`src/rtl/mac_result_drain.sv`:
```
// Consumer side of the 4-lane MAC: aligns beats with the MAC pipeline, accumulates each
// group into a saturating signed sum and drains completed sums through a small FWFT FIFO.
module mac_result_drain #(
    parameter int MAC_LATENCY = 2,
    parameter int ACC_W       = 32,
    parameter int FIFO_DEPTH  = 4
) (
    input  logic             clk,
    input  logic             resetn,
    input  logic             in_valid,
    input  logic             in_last,
    output logic             in_ready,
    input  logic [17:0]      mac_result,
    output logic             out_valid,
    input  logic             out_ready,
    output logic [ACC_W-1:0] out_data,
    output logic             out_ovf,
    output logic [15:0]      out_beats
);

    localparam int AW = (FIFO_DEPTH > 1) ? $clog2(FIFO_DEPTH) : 1;
    localparam int CW = AW + 1;
    localparam int EW = ACC_W + 1 + 16;

    // Signed saturating add; returns {overflow, saturated sum}.
    function automatic logic [ACC_W:0] sat_add(input logic [ACC_W-1:0] a,
                                               input logic [ACC_W-1:0] b);
        logic [ACC_W:0] wide;
        logic [ACC_W:0] res;
        wide = {a[ACC_W-1], a} + {b[ACC_W-1], b};
        if (wide[ACC_W] != wide[ACC_W-1]) begin
            res = {1'b1, (wide[ACC_W] ? {1'b1, {(ACC_W-1){1'b0}}}
                                      : {1'b0, {(ACC_W-1){1'b1}}})};
        end else begin
            res = {1'b0, wide[ACC_W-1:0]};
        end
        return res;
    endfunction

    logic                   in_ready_r;
    logic [MAC_LATENCY-1:0] pv_r;
    logic [MAC_LATENCY-1:0] pl_r;
    logic [ACC_W-1:0]       acc_r;
    logic                   ovf_r;
    logic [15:0]            beats_r;
    logic [CW-1:0]          credits_r;
    logic [EW-1:0]          mem_r [FIFO_DEPTH];
    logic [AW-1:0]          wr_ptr_r;
    logic [AW-1:0]          rd_ptr_r;
    logic [CW-1:0]          count_r;
    logic                   out_valid_r;
    logic [ACC_W-1:0]       out_data_r;
    logic                   out_ovf_r;
    logic [15:0]            out_beats_r;

    logic                   accept_s;
    logic                   d_valid_s;
    logic                   d_last_s;
    logic [ACC_W-1:0]       res_ext_s;
    logic [ACC_W-1:0]       sum_next_s;
    logic                   add_ovf_s;
    logic                   ovf_next_s;
    logic [15:0]            beats_next_s;
    logic                   push_s;
    logic                   pop_s;
    logic [EW-1:0]          push_data_s;
    logic [CW-1:0]          credits_next_s;
    logic [CW-1:0]          count_next_s;
    logic [CW-1:0]          remain_s;
    logic [AW-1:0]          rd_ptr_next_s;
    logic [EW-1:0]          head_next_s;

    assign accept_s  = in_valid & in_ready_r;
    assign d_valid_s = pv_r[MAC_LATENCY-1];
    assign d_last_s  = pl_r[MAC_LATENCY-1];
    assign res_ext_s = {{(ACC_W-17){mac_result[17]}}, mac_result[16:0]};
    assign pop_s     = out_valid_r & out_ready;

    assign in_ready  = in_ready_r;
    assign out_valid = out_valid_r;
    assign out_data  = out_data_r;
    assign out_ovf   = out_ovf_r;
    assign out_beats = out_beats_r;

    // Accumulate datapath and the FIFO entry a closing beat would push.
    always_comb begin
        {add_ovf_s, sum_next_s} = sat_add(acc_r, res_ext_s);
        ovf_next_s   = ovf_r | add_ovf_s;
        beats_next_s = (beats_r == 16'hFFFF) ? 16'hFFFF : (beats_r + 16'd1);
        push_s       = d_valid_s & d_last_s;
        push_data_s  = {sum_next_s, ovf_next_s, beats_next_s};
    end

    // Credit and FIFO bookkeeping; the next head is computed so outputs can be registered.
    always_comb begin
        credits_next_s = credits_r;
        if ((accept_s & in_last) && !pop_s) begin
            credits_next_s = credits_r + CW'(1);
        end else if (!(accept_s & in_last) && pop_s) begin
            credits_next_s = credits_r - CW'(1);
        end else begin
            credits_next_s = credits_r;
        end
        remain_s      = pop_s ? (count_r - CW'(1)) : count_r;
        count_next_s  = push_s ? (remain_s + CW'(1)) : remain_s;
        rd_ptr_next_s = pop_s ? (rd_ptr_r + AW'(1)) : rd_ptr_r;
        // An entry pushed into an otherwise empty FIFO falls straight through to the head.
        if (remain_s == CW'(0)) begin
            head_next_s = push_data_s;
        end else begin
            head_next_s = mem_r[rd_ptr_next_s];
        end
    end

    // Beat-alignment shift register tracking the MAC pipeline.
    always_ff @(posedge clk or negedge resetn) begin
        if (!resetn) begin
            pv_r <= '0;
            pl_r <= '0;
        end else begin
            pv_r[0] <= accept_s;
            pl_r[0] <= accept_s & in_last;
            for (int i = 1; i < MAC_LATENCY; i++) begin
                pv_r[i] <= pv_r[i-1];
                pl_r[i] <= pl_r[i-1];
            end
        end
    end

    // Group accumulator; clears on the closing beat so the next beat starts a fresh group.
    always_ff @(posedge clk or negedge resetn) begin
        if (!resetn) begin
            acc_r   <= '0;
            ovf_r   <= 1'b0;
            beats_r <= 16'd0;
        end else if (push_s) begin
            acc_r   <= '0;
            ovf_r   <= 1'b0;
            beats_r <= 16'd0;
        end else if (d_valid_s) begin
            acc_r   <= sum_next_s;
            ovf_r   <= ovf_next_s;
            beats_r <= beats_next_s;
        end else begin
            acc_r   <= acc_r;
            ovf_r   <= ovf_r;
            beats_r <= beats_r;
        end
    end

    // Credits bound in-flight plus queued groups so a push never meets a full FIFO.
    always_ff @(posedge clk or negedge resetn) begin
        if (!resetn) begin
            credits_r  <= '0;
            in_ready_r <= 1'b1;
        end else begin
            credits_r  <= credits_next_s;
            in_ready_r <= (credits_next_s < CW'(FIFO_DEPTH));
        end
    end

    // FIFO storage and pointers.
    always_ff @(posedge clk or negedge resetn) begin
        if (!resetn) begin
            for (int i = 0; i < FIFO_DEPTH; i++) begin
                mem_r[i] <= '0;
            end
            wr_ptr_r <= '0;
            rd_ptr_r <= '0;
            count_r  <= '0;
        end else begin
            if (push_s) begin
                mem_r[wr_ptr_r] <= push_data_s;
                wr_ptr_r        <= wr_ptr_r + AW'(1);
            end
            rd_ptr_r <= rd_ptr_next_s;
            count_r  <= count_next_s;
        end
    end

    // Registered head; data fields hold their last value while the FIFO is empty.
    always_ff @(posedge clk or negedge resetn) begin
        if (!resetn) begin
            out_valid_r <= 1'b0;
            out_data_r  <= '0;
            out_ovf_r   <= 1'b0;
            out_beats_r <= 16'd0;
        end else if (count_next_s != CW'(0)) begin
            out_valid_r <= 1'b1;
            {out_data_r, out_ovf_r, out_beats_r} <= head_next_s;
        end else begin
            out_valid_r <= 1'b0;
            out_data_r  <= out_data_r;
            out_ovf_r   <= out_ovf_r;
            out_beats_r <= out_beats_r;
        end
    end

endmodule

```
`config.mk`:
```
export PLATFORM = sky130hd
export DESIGN_NAME = mac_result_drain
export DESIGN_NICKNAME = d
export VERILOG_FILES = /design/src/rtl/mac_result_drain.sv
export SDC_FILE = /design/constraint.sdc
export NUM_CORES = 1
export LEC_CHECK = 0
export ABC_AREA = 1
export ABC_CLOCK_PERIOD_IN_PS = 3080
export CORE_ASPECT_RATIO = 2
export CORE_MARGIN = 2
export CORE_UTILIZATION = 45
export CTS_CLUSTER_DIAMETER = 60
export DETAILED_ROUTE_END_ITERATION = 16
export GPL_TIMING_DRIVEN = 0
export HOLD_SLACK_MARGIN = 0.02
export PLACE_DENSITY = 0.66
export REMOVE_ABC_BUFFERS = 1
export SETUP_SLACK_MARGIN = 0.4
export SLEW_MARGIN = 20
export SYNTH_ARGS = -nofsm -noshare
export SYNTH_HDL_FRONTEND = slang
export SYNTH_SLANG_ARGS = --single-unit
```
`constraint.sdc`:
```
create_clock -name clk -period 3.08 [get_ports clk]
set_input_delay 0.616 -clock clk [delete_from_list [all_inputs] [get_ports clk]]
set_output_delay 0.616 -clock clk [all_outputs]
set_load 0.05 [all_outputs]
```
==> results by group, run 1 <==
Outcome
  • Status: completed

Detailed routing
  • Post-route DRC: 0
  • DR iter-0 viols: between 1k and 1.5k
  • Pre-Repair DR Iteration Count: 7
  • WL final: slightly above 50000 um
  • Routed Antenna Nets: 0
  • Wire per inst: between 15 and 20 um
  • DR vias/cell: 5.48
  • Total number of vias: between 10k and 15k

CTS
  • H-tree Lvls: 1
  • CTS Root Cell: clkbuf_16
  • Clk_lat worst skew: 0.57 ns
  • Clock slew seen by the registers of the worst setup and hold paths: around 0.070 ns
  • Clock sink total: 310
  • CTS tree: done
  • TritonCTS Buffers: 28
  • Maximum clock path buffer count: 3

STA
  • Slew @ Worst Pin: ~0.6 ns
  • Max Clock Skew: roughly 0.012 ns
  • Fmax: 0.374 GHz
  • Final Hold Fails: 0
  • Final worst slack: 0.408 ns
  • Unrepaired setup endpoints after global routing: yes
  • Fin crit share: 0.867
  • # setup viols final: 0
  • Slew Viols, Final: 0
  • Relative max-transition margin: 0.610
  • Tmin final: 2.67 ns

Final layout
  • Fin area: ~20000 um^2
  • Fraction of layout instances using a drive strength above 1: 0.117
  • Layout area overhead: 20.4%
  • Diode count: 0
  • Number of nets in the finished design: 2329

Global route
  • First-pass GRT wire length: 79400 um
  • Pin count of the biggest net entering global routing: slightly below 100
  • GR Overflow Total: 0
  • Vias in the first global route: around 15k
  • Initial antenna violation count: 0
  • GRT Total Usage: 0.259

Yosys
  • Post-synth EDFFs: 0
  • Area of the mapped netlist: ~17000 um^2
  • Register area share after synthesis: 0.466
  • Share of the synthesized area in the top cell type: 0.465
  • Syn avg cell area: approximately 7.5 um^2
  • Fraction of registers with async set/reset: 1.00
  • Total number of yosys warnings: 0
  • Leading area contributor after synthesis: dfrtp_1
  • Unique cell type count in the Yosys netlist: 47
  • Synth Register Bits: 310
  • Ys flop type: dfrtp_1
  • Top post-synthesis cells by area: dfrtp_1, nand2_1, o21ai_0
  • Synth Instances: approximately 2.2k

Floorplan
  • Initial core utilization: 0.457
  • Die area: approximately 39000 um^2
  • Die Width: between 100 and 150 um
  • Die Y: ~280 um
  • Row Count: 99
  • I/O pin total: 74
  • Core area: around 36000 um^2

Setup path
  • Worst setup path category: reg2reg
  • Worst Path Max Fanout: 8
  • Worst path slowest cell: fa_2
  • Startpoint Class: register
  • Crit-path cells: ha_2 > inv_2 > fa_2 > inv_2 > nand2_2 > nand2_2 > nand3_2 > nand2_2 > nand2_2 > nand2_4 > nand2_4 > nand2_4 > nand2_4 > nand2_8 > nand2_8 > a21oi_4 > nand2_1 > nand2_1 > nand2_1
  • CP peak stage delay: between 0.3 and 0.4 ns
  • CP endpoint kind: register
  • CP required: between 3 and 4 ns
  • Arrival @ worst endpoint: 3.13 ns

Worst hold path
  • Hold/Removal Path Class: reg2reg

Place
  • Placed cell area: approximately 18000 um^2
  • Count of input and output buffers: 73
  • DP HPWL: ~30000 um
  • Place WS: -1.35 ns
  • Global placement routability congestion: 0.906

Flow run
  • # Max-Cap Violations: 0
==> state kept, by name, summed over array words and instances, names as in the netlist <==
signal and count:
in_ready 1, ovf_r 1, beats_r 16, pl_r 2, out_data 32, out_valid 1, wr_ptr_r 2, rd_ptr_r 2
pv_r 2, acc_r 32, out_ovf 1, out_beats 16, mem_r 196, credits_r 3, count_r 3
==> synthesized netlist by cell type, types with 12 or more instances <==
library cell	number
nand2_1	737
ha_1	44
buf_2	13
o211ai_1	13
a21oi_1	77
nand2_4	12
dfrtp_1	309
o21ai_1	13
nand3_1	47
inv_1	238
clkbuf_1	77
xor2_1	28
nor2_1	154
o22ai_1	33
nand2_2	29
o21ai_0	289
==> layout by cell type (no fill, tap or decap), types with 21 or more instances in the layout <==
cell type	n
clkdlybuf4s50_1	60
nand2_8	21
a21oi_1	71
nand3_1	42
clkbuf_16	30
dfrtp_1	308
o21ai_0	274
nor2_1	149
buf_4	25
xor2_1	27
nand2_2	43
o21ai_1	26
o22ai_1	32
nand2_1	694
nand2_4	29
ha_1	22
inv_1	231
==> cells by family (layout without fill, tap and decap cells) <==
| family | Yosys count | after routing | synth area share |
|---|---|---|---|
| AND/OR/NAND/NOR | 1013 | 1021 | 0.249 |
| AO/OA/AOI/OAI | 454 | 454 | 0.150 |
| flip-flops | 310 | 310 | 0.466 |
| adder cells (fa/ha/maj) | 45 | 45 | 0.0343 |
| buffers and inverters | 352 | 416 | 0.0829 |
| XOR/XNOR | 35 | 35 | 0.0184 |
==> layout make-up <==
class	count	area, um^2
Timing Repair inverter	1	7.51
Multi-Input combinational cell	1555	8440
Clock inverter	4	23.8
Tap cell	454	568
Clock buffer	46	870
Sequential cell	310	7760
Timing Repair Buffer	118	1400
Fill cell	3382	16400
Inverter	247	963
==> path summary, 6_finish.rpt <==
path                            slack, ns  depth (start not counted)                  from                       end
min in group asynchronous            0.56                          2                resetn  out_beats[5]$_DFFE_PN0P_
worst min register to register       0.35                          0     pv_r[0]$_DFF_PN0_         pv_r[1]$_DFF_PN0_
worst max register to register       0.41                         19  acc_r[0]$_DFFE_PN0P_  out_data[27]$_DFFE_PN0P_
worst min-delay path                 0.35                          0     pv_r[0]$_DFF_PN0_         pv_r[1]$_DFF_PN0_
worst max-delay path                 0.41                         19  acc_r[0]$_DFFE_PN0P_  out_data[27]$_DFFE_PN0P_
max in group asynchronous            0.83                          5                resetn   out_data[8]$_DFFE_PN0P_
==> metrics by stage <==
stage | TNS, ns | util | hold WS [ns] | std cells
floorplan | -56.09 | - | 0.320 | 2104
global placement | -4388.43 | 0.480 | 0.333 | 2631
detailed placement | -221.05 | 0.491 | 0.338 | 2645
CTS | 0 | 0.533 | 0.354 | 2720
global route | 0 | 0.550 | 0.358 | 2735
finish | 0 | 0.550 | 0.351 | 2735
==> routing by layer <==
layer	track usage	wire, um
met5	0	0
met4	0.149	3220
met3	0.0244	2420
met2	0.480	26600
met1	0.289	19300
==> what timing repair did <==
action	4_1_cts	5_1_grt
setup buffers	16	11
gates cloned	8	4
hold buffers	1	0
pin swaps	20	42
resized for setup	73	114
endpoints found under the setup margin	221	213
hold endpoints to repair	53	0
==> worst max-delay path: cells and delay by family (launching register included) <==
kind,cells,cell delay (ns)
AOI/OAI and AO/OA,1,0.26
adders and majority gates,2,0.55
DFF,1,0.35
and+or+nand+nor,14,1.25
buffers and inverters,2,0.12
Power of run 1 is left out: the tool's default activity adds up to more than one toggle a clock period on the data nets, which glitch-free logic cannot reach.
==> run 2, diff against run 1 <==
- CAP_MARGIN: not set -> 20
- SKIP_CTS_REPAIR_TIMING: not set -> 1
==> results by group, run 2 (synthesis results as in run 1) <==
Final layout
  • Top reg by flops: mem_r
  • Util after Layout: 0.561 (+0.0113)
  • Max FFs per register: 196 (unchanged)
  • Number of nets in the finished design: 2350 (+0.90%)
  • Final Non-Filler Cells: 2756 (+0.77%)
  • Fraction of layout instances using a drive strength above 1: 0.142 (+0.0250)
  • Commonest non-fill, non-tap cell in the layout: nand2_1
  • Fin area: 20400 um^2 (+2.1%)
  • Diode count: 0 (unchanged)
  • Most frequent cells in the layout: nand2_1, dfrtp_1, o21ai_0
  • Layout area overhead: 22.8%

Global route
  • Gr busiest metal: met2
  • Pin count of the biggest net entering global routing: 105 (+6.1%)
  • Met2 Use GR: 0.442 (-0.0377)
  • Initial antenna violation count: 0 (unchanged)
  • Vias in the first global route: 14.3k (-3.1%)
  • GRT met1 Usage: 0.275 (-0.0143)
  • GRT Total Usage: 0.238 (-0.0210)
  • GR Overflow Total: 0 (unchanged)
  • M3 GR Usage: 0.0197 (-0.00467)
  • First-pass GRT wire length: 74200 um (-6.6%)

STA
  • Fmax: 0.355 GHz (-5.1%)
  • Slew @ Worst Pin: 0.647 ns (+0.0623 ns)
  • Unrepaired setup endpoints after global routing: yes
  • Max Clock Skew: 0.0105 ns (-0.00118 ns)
  • Final Hold Fails: 0 (unchanged)
  • Final worst slack: 0.265 ns (-0.143 ns)
  • # setup viols final: 0 (unchanged)
  • Relative max-transition margin: 0.568 (-0.0421)
  • Slew Viols, Final: 0 (unchanged)
  • Fin crit share: 0.914 (+0.0465)
  • Tmin final: 2.81 ns (+0.143 ns)

Setup path
  • Worst Path Max Fanout: 6 (-2)
  • Crit-path cells: ha_2 > inv_2 > fa_2 > inv_2 > nand2_2 > nand2_2 > nand3_2 > nand2_2 > nand2_2 > nand2_4 > nand2_4 > nand2_4 > nand2_4 > nand2_8 > nor2_8 > buf_4 > a21oi_4 > buf_4 > o21ai_1
  • CP endpoint kind: register
  • CP required: 3.52 ns (about the same)
  • Startpoint Class: register
  • CP peak stage delay: 0.41 ns (+0.05 ns)
  • Crit-path leading delay family: simple AND/OR/NAND/NOR gates
  • Worst Path Buf+Inv: 4 (+2)
  • Worst setup path category: reg2reg
  • Worst path slowest cell: fa_2
  • Arrival @ worst endpoint: 3.25 ns (+0.12 ns)

CTS
  • Clock slew seen by the registers of the worst setup and hold paths: 0.07 ns (about the same)
  • CTS Root Cell: clkbuf_16
  • Clk_lat worst skew: 0.57 ns (about the same)
  • Clock sink total: 310 (unchanged)
  • Maximum clock path buffer count: 3 (unchanged)
  • H-tree Lvls: 1 (unchanged)
  • CTS tree: done
  • TritonCTS Buffers: 28 (unchanged)

Detailed routing
  • DR iter-0 viols: 1051 (-6.8%)
  • Post-route DRC: 0 (unchanged)
  • Routed Antenna Nets: 0 (unchanged)
  • Total number of vias: 15.0k (+0.42%)
  • DR vias/cell: 5.46 (-0.34%)
  • Pre-Repair DR Iteration Count: 5 (-2)
  • Wire per inst: 18.6 um (-1.2%)
  • WL final: 51300 um (-0.47%)

Place
  • Count of input and output buffers: 73 (unchanged)
  • DP HPWL: 29500 um (unchanged)
  • Cell count after placement: 2645 (unchanged)
  • Place WS: -1.35 ns (unchanged)
  • Global placement routability congestion: 0.906 (unchanged)
  • Placed cell area: 17900 um^2 (unchanged)

Floorplan
  • I/O pin total: 74 (unchanged)
  • Core area: 36400 um^2 (unchanged)
  • Row Count: 99 (unchanged)
  • Die area: 38600 um^2 (unchanged)
  • Die Y: 276 um (unchanged)
  • Initial core utilization: 0.457 (unchanged)
  • Die Width: 140 um (unchanged)

Flow run
  • # Max-Cap Violations: 0 (unchanged)

Worst hold path
  • Hold/Removal Path Class: reg2reg

Outcome
  • Status: completed
run 2: cell type report:
cell class,instances,area [um^2]
fill,3347,16000
tap,454,568
multi-input combinational,1555,8590
clock inverter,4,23.8
timing repair buffer,139,1650
sequential,310,7760
timing repair inverter,1,7.51
inverter,247,967
clock buffer,46,870
run 2: worst paths after layout:
path	startpoint	slack, ns	endpoint	cells after the start
max	acc_r[0]$_DFFE_PN0P_	0.27	mem_r[141]$_DFFE_PN0P_	19
min	pv_r[0]$_DFF_PN0_	0.35	pv_r[1]$_DFF_PN0_	0
max reg2reg	acc_r[0]$_DFFE_PN0P_	0.27	mem_r[141]$_DFFE_PN0P_	19
min reg2reg	pv_r[0]$_DFF_PN0_	0.35	pv_r[1]$_DFF_PN0_	0
max in group asynchronous	resetn	0.83	mem_r[171]$_DFFE_PN0P_	5
min in group asynchronous	resetn	0.56	out_beats[5]$_DFFE_PN0P_	2
run 2: routing by layer:
metal  part of all wire  up-vias
li1                   -     7166
met4              0.060        0
met1               0.38     7252
met5                  0        -
met2               0.51      479
met3              0.046      147
run 2: stage by stage:
step           setup TNS [ns]  hold WS (ns)
3_5_place_dp          -221.05         0.338
3_3_place_gp         -4388.43         0.333
2_1_floorplan          -56.09         0.320
5_1_grt                     0         0.367
6_report                    0         0.352
4_1_cts               -100.98       -0.0335
Power of run 2 is left out for the same reason.
